--- src/rtl/sb_xbar_dbuf.sv ---
// sb_xbar_dbuf: switch box with one output mux per track per side and double-buffered serial config
module sb_xbar_dbuf #(
  parameter int WIDTH = 32,
  localparam int CFG_PER_TRACK = 16,
  localparam int CFG_BITS = WIDTH * CFG_PER_TRACK
) (
  input  logic             clk,
  input  logic             nrst,
  input  logic             en,
  input  logic [WIDTH-1:0] north_in,
  input  logic [WIDTH-1:0] east_in,
  input  logic [WIDTH-1:0] south_in,
  input  logic [WIDTH-1:0] west_in,
  output logic [WIDTH-1:0] north_out,
  output logic [WIDTH-1:0] east_out,
  output logic [WIDTH-1:0] south_out,
  output logic [WIDTH-1:0] west_out,
  input  logic             config_en,
  input  logic             config_data_in,
  output logic             config_data_out,
  input  logic             config_commit,
  output logic             config_full,
  output logic             config_err
);
  localparam int CW = $clog2(CFG_BITS + 1);
  localparam logic [CW-1:0] FULL = CW'(CFG_BITS);
  logic [CFG_BITS-1:0] r_shadow, r_active;
  logic [CW-1:0] r_cnt;
  logic r_err;
  logic [3:0][WIDTH-1:0] w_in, w_mux, w_out, r_q;
  logic w_full, w_shift;
  assign w_in = {west_in, south_in, east_in, north_in};
  assign w_full = r_cnt == FULL;
  assign w_shift = config_en & ~config_commit;
  // Shadow chain shifts regardless of en; a commit in the same cycle suppresses the shift
  always_ff @(posedge clk or negedge nrst)
    if (!nrst) begin
      r_shadow <= '0;
      r_cnt <= '0;
    end else begin
      if (w_shift) r_shadow <= {r_shadow[CFG_BITS-2:0], config_data_in};
      if (config_commit && w_full) r_cnt <= '0;
      else if (w_shift && !w_full) r_cnt <= r_cnt + CW'(1);
    end
  // Accepted commit swaps routing atomically; a rejected one raises a one-cycle error
  always_ff @(posedge clk or negedge nrst)
    if (!nrst) begin
      r_active <= '0;
      r_err <= 1'b0;
    end else begin
      if (config_commit && w_full) r_active <= r_shadow;
      r_err <= config_commit & ~w_full;
    end
  // Output flops track their mux only while the fabric is enabled
  always_ff @(posedge clk or negedge nrst)
    if (!nrst) r_q <= '0;
    else if (en) r_q <= w_mux;
  for (genvar t = 0; t < WIDTH; t++) begin : g_trk
    for (genvar d = 0; d < 4; d++) begin : g_dir
      logic [3:0] w_c;
      logic [1:0] w_src;
      assign w_c = r_active[t*CFG_PER_TRACK + d*4 +: 4];
      assign w_src = w_c[1:0] - 2'd1;
      assign w_mux[d][t] = (w_c[2:0] >= 3'd1 && w_c[2:0] <= 3'd4 && w_src != 2'(d)) ? w_in[w_src][t] : 1'b0;
      assign w_out[d][t] = w_c[3] ? r_q[d][t] : w_mux[d][t];
    end
  end
  assign north_out = w_out[0];
  assign east_out = w_out[1];
  assign south_out = w_out[2];
  assign west_out = w_out[3];
  assign config_data_out = r_shadow[CFG_BITS-1];
  assign config_full = w_full;
  assign config_err = r_err;
endmodule

--- config.mk ---
export PLATFORM = sky130hd
export DESIGN_NAME = sb_xbar_dbuf
export DESIGN_NICKNAME = d
export VERILOG_FILES = /design/src/rtl/sb_xbar_dbuf.sv
export SDC_FILE = /design/constraint.sdc
export NUM_CORES = 2
export LEC_CHECK = 0
export BUFFER_PORTS_ARGS = -buffer_cell sky130_fd_sc_hd__buf_2
export CORE_MARGIN = 1
export CORE_UTILIZATION = 25
export DETAILED_ROUTE_END_ITERATION = 8
export GPL_TIMING_DRIVEN = 0
export PLACE_DENSITY = 0.45
export SYNTH_ARGS = -nofsm -noshare
export SYNTH_HDL_FRONTEND = slang
export SYNTH_SLANG_ARGS = --single-unit
--- constraint.sdc ---
create_clock -name clk -period 2.02 [get_ports clk]
set_clock_uncertainty 0.05 [all_clocks]
set_input_delay 0.101 -clock clk [delete_from_list [all_inputs] [get_ports clk]]
set_output_delay 0.101 -clock clk [all_outputs]
set_load 0.005 [all_outputs]
==> results.toml <==
[cts]
clock_latency_ns = 0.81
cts_buffer_depth = 3
cts.sinks = 1163
cts_buffers = 138
root_buffer = "clkbuf_16"
htree_levels = 4
clkTransAtPathRegs_ns = 0.06
cts_tree = "built"

[layout]
drive_gt1_frac = 0.342
final_cell_area_um2 = 80200
nets = 7881
area_growth_pct = 44.2
final_cells = 10500

[status]
status = "complete, but fails checks"
failed_checks = "DRC, capacitance limit, slew limit, setup timing"

[hold_path]
hp-class = "input pin to flip-flop"

[placed_design]
placed_area_um2 = 61300
portBuffers = 263
pre_cts_ws_ns = -1.40
place_hpwl_um = 193000
gp_congestion = 0.915
dp.cells = 9433

[drt]
drcViolationCount = 1
antenna_left = 0
vias = 52700
viasPerCell = 5.01
drt-initial-drc-count = 6447
first_pass_iters = 9
wire_per_inst_um = 28.6
drt-total-wl_um = 301000

[yosys]
synth-seq-area-share = 0.524
synth_top_family_by_area = "simple AND/OR/NAND/NOR gates"
synth_mux_area_frac = 0.0525
synth_xor_area_frac = 0.000788
synth-edff-count = 0
synth_adder_area_share = 0.0725
ys_top_cells_by_count = "2,693 x nand2_1, 1,163 x dfrtp_1, 367 x inv_1, 322 x ha_1, 246 x o21ai_1"
yosysTopAreaCellShare = 0.524
synth_cell_types = 39
async_reset_ff_frac = 1.00
syn_nets = 6641
synth_simple_gate_area_share = 0.230
synth_compound_area_frac = 0.0694
avgSynthCellArea_um2 = 8.98
synth_area_leaders = "dfrtp_1 52%, nand2_1 18%, ha_1 7.2%"
synthFlopType = "dfrtp_1"
ys_ff_latch = 1163
yosysWarnings = 0
synth_most_common_cell = "nand2_1"
synth_area_um2 = 55600
netlist_instances = 6185
synth_top_area_cell = "dfrtp_1"

[power]
report.power.total_mw = 83.3
peakVddDrop_v = 0.00102
p_leak_nw = 41.5
power.density_nw_per_um2 = 1040

[global_route]
grt_max_degree = 164
antenna_found_initial = 64
grt-ovfl-total = 0
grt_pass1_vias = 50900
grt.total_usage = 0.259
grt_pass1_wl_um = 403000

[worst_setup_path]
cp.arrival_ns = 2.63
worstPathMaxFanout = 3
critPathLaunchType = "flip-flop"
cp-end-kind = "output port"
reg2reg_slack_ns = -0.48
worstPathRequired_ns = 1.87
path_class = "flip-flop to output port"

[floorplan]
core-area_um2 = 220000
start_util = 0.252
fp.dieH_um = 473
die_w_um = 473
ios = 265
fp-row-count = 172
die_area_um2 = 224000

[sta]
timing.hold.ws_ns = 0.0654
period_needed_ns = 2.78
finalWorstSetupSlack_ns = -0.760
drv_slew = 66
final_hold_viol_count = 0
slew_headroom = -0.0941
finalCritPeriodShare = 1.38
fmax_mhz = 360
rsz0062_at_grt = "yes"
worst_slew_pin_slew_ns = 1.64
setup_viol = 1386

[run]
maxCapViolCount = 6
[worst max-delay path, stage by stage, from the launching register on]
cell     delay, ns
dfrtp_1       0.40
inv_2         0.11
ha_4          0.21
mux2i_2       0.18
nor3_2        0.24
a21oi_2       0.09
o41ai_4       0.39
buf_2         0.20
[per-layer routing]
| layer | global-route usage | vias to the layer above | wire, um |
|---|---|---|---|
| met3 | 0.0646 | 759 | 30700 |
| met4 | 0.154 | 34 | 19600 |
| met2 | 0.380 | 2719 | 128000 |
| met1 | 0.344 | 26700 | 122000 |
| li1 | - | 22500 | - |
| met5 | 0.000865 | - | 214 |
[where the power goes]
group	switching [mW]	total [mW]	internal [mW]
Combinational	14.8	29.5	14.8
Sequential	1.80	27.7	25.9
Clock	11.2	26.0	14.8
Total	27.8	83.3	55.5
[registers in the layout, summed over array words and instances (netlist names)]
name and flops:
config_err 1, r_active 512, r_cnt 10, r_q 128
r_shadow 512
[cells by family (layout without fill, tap and decap cells)]
kind of cell,count (synthesis),after routing
mux,246,246
other cells,0,21
xor+xnor,5,5
fa+ha+maj,322,322
simple gates,3164,3164
compound gates,663,663
buf+inv,622,1969
flops,1163,1163
[what timing repair did]
action                     4_1_cts  5_1_grt
hold buffers                   169        1
pin swaps                      342      364
hold endpoints to repair       293      165
setup endpoints to repair      772     2121
cloned                          41       14
setup buffers                  527      143
gates resized for setup       1031      731
[cell usage in the layout (no fill, tap or decap), drive strengths merged, types with 21 or more instances in the layout]
master,n
buf,1050
o21ai,383
mux2,75
a21oi,76
a31o,24
nand2,2693
clkinv,38
inv,369
nor3,155
clkbuf,336
or3b,50
mux4,29
mux2i,142
nand3,24
dfrtp,1163
o22ai,50
o41ai,50
o211ai,31
nor2,92
nor2b,114
diode,21
nand4,27
a31oi,25
a22o,24
ha,322
dlygate4sd3,163
[metrics by stage]
step,utilization,TNS (ns)
floorplan,-,0
global placement,0.275,-
detailed placement,0.278,-852.67
CTS,0.350,-574.11
global route,0.364,-451.07
finish,0.364,-354.63
[worst paths after layout]
kind / startpoint / endpoint / cells past startpoint
min in group asynchronous: nrst / r_active[429] / 7
worst min-delay path: west_in[16] / r_q[48] / 6
max in group asynchronous: nrst / r_shadow[470] / 9
worst max-delay path: r_active[265] / south_out[16] / 7
worst min register to register: r_active[398] / r_active[398] / 2
worst max register to register: r_cnt[6] / r_active[196] / 12
[area by class of cell]
cell class / count / area, um2
Multi-Input combinational cell: 4400 / 28900
Timing Repair Buffer: 1113 / 10400
Inverter: 367 / 1380
Buffer: 242 / 2040
Tap cell: 2958 / 3700
Sequential cell: 1163 / 29100
Antenna cell: 21 / 52.6
Clock inverter: 49 / 528
Fill cell: 22300 / 140000
Clock buffer: 198 / 4090
(Power assumes the default switching activity.)
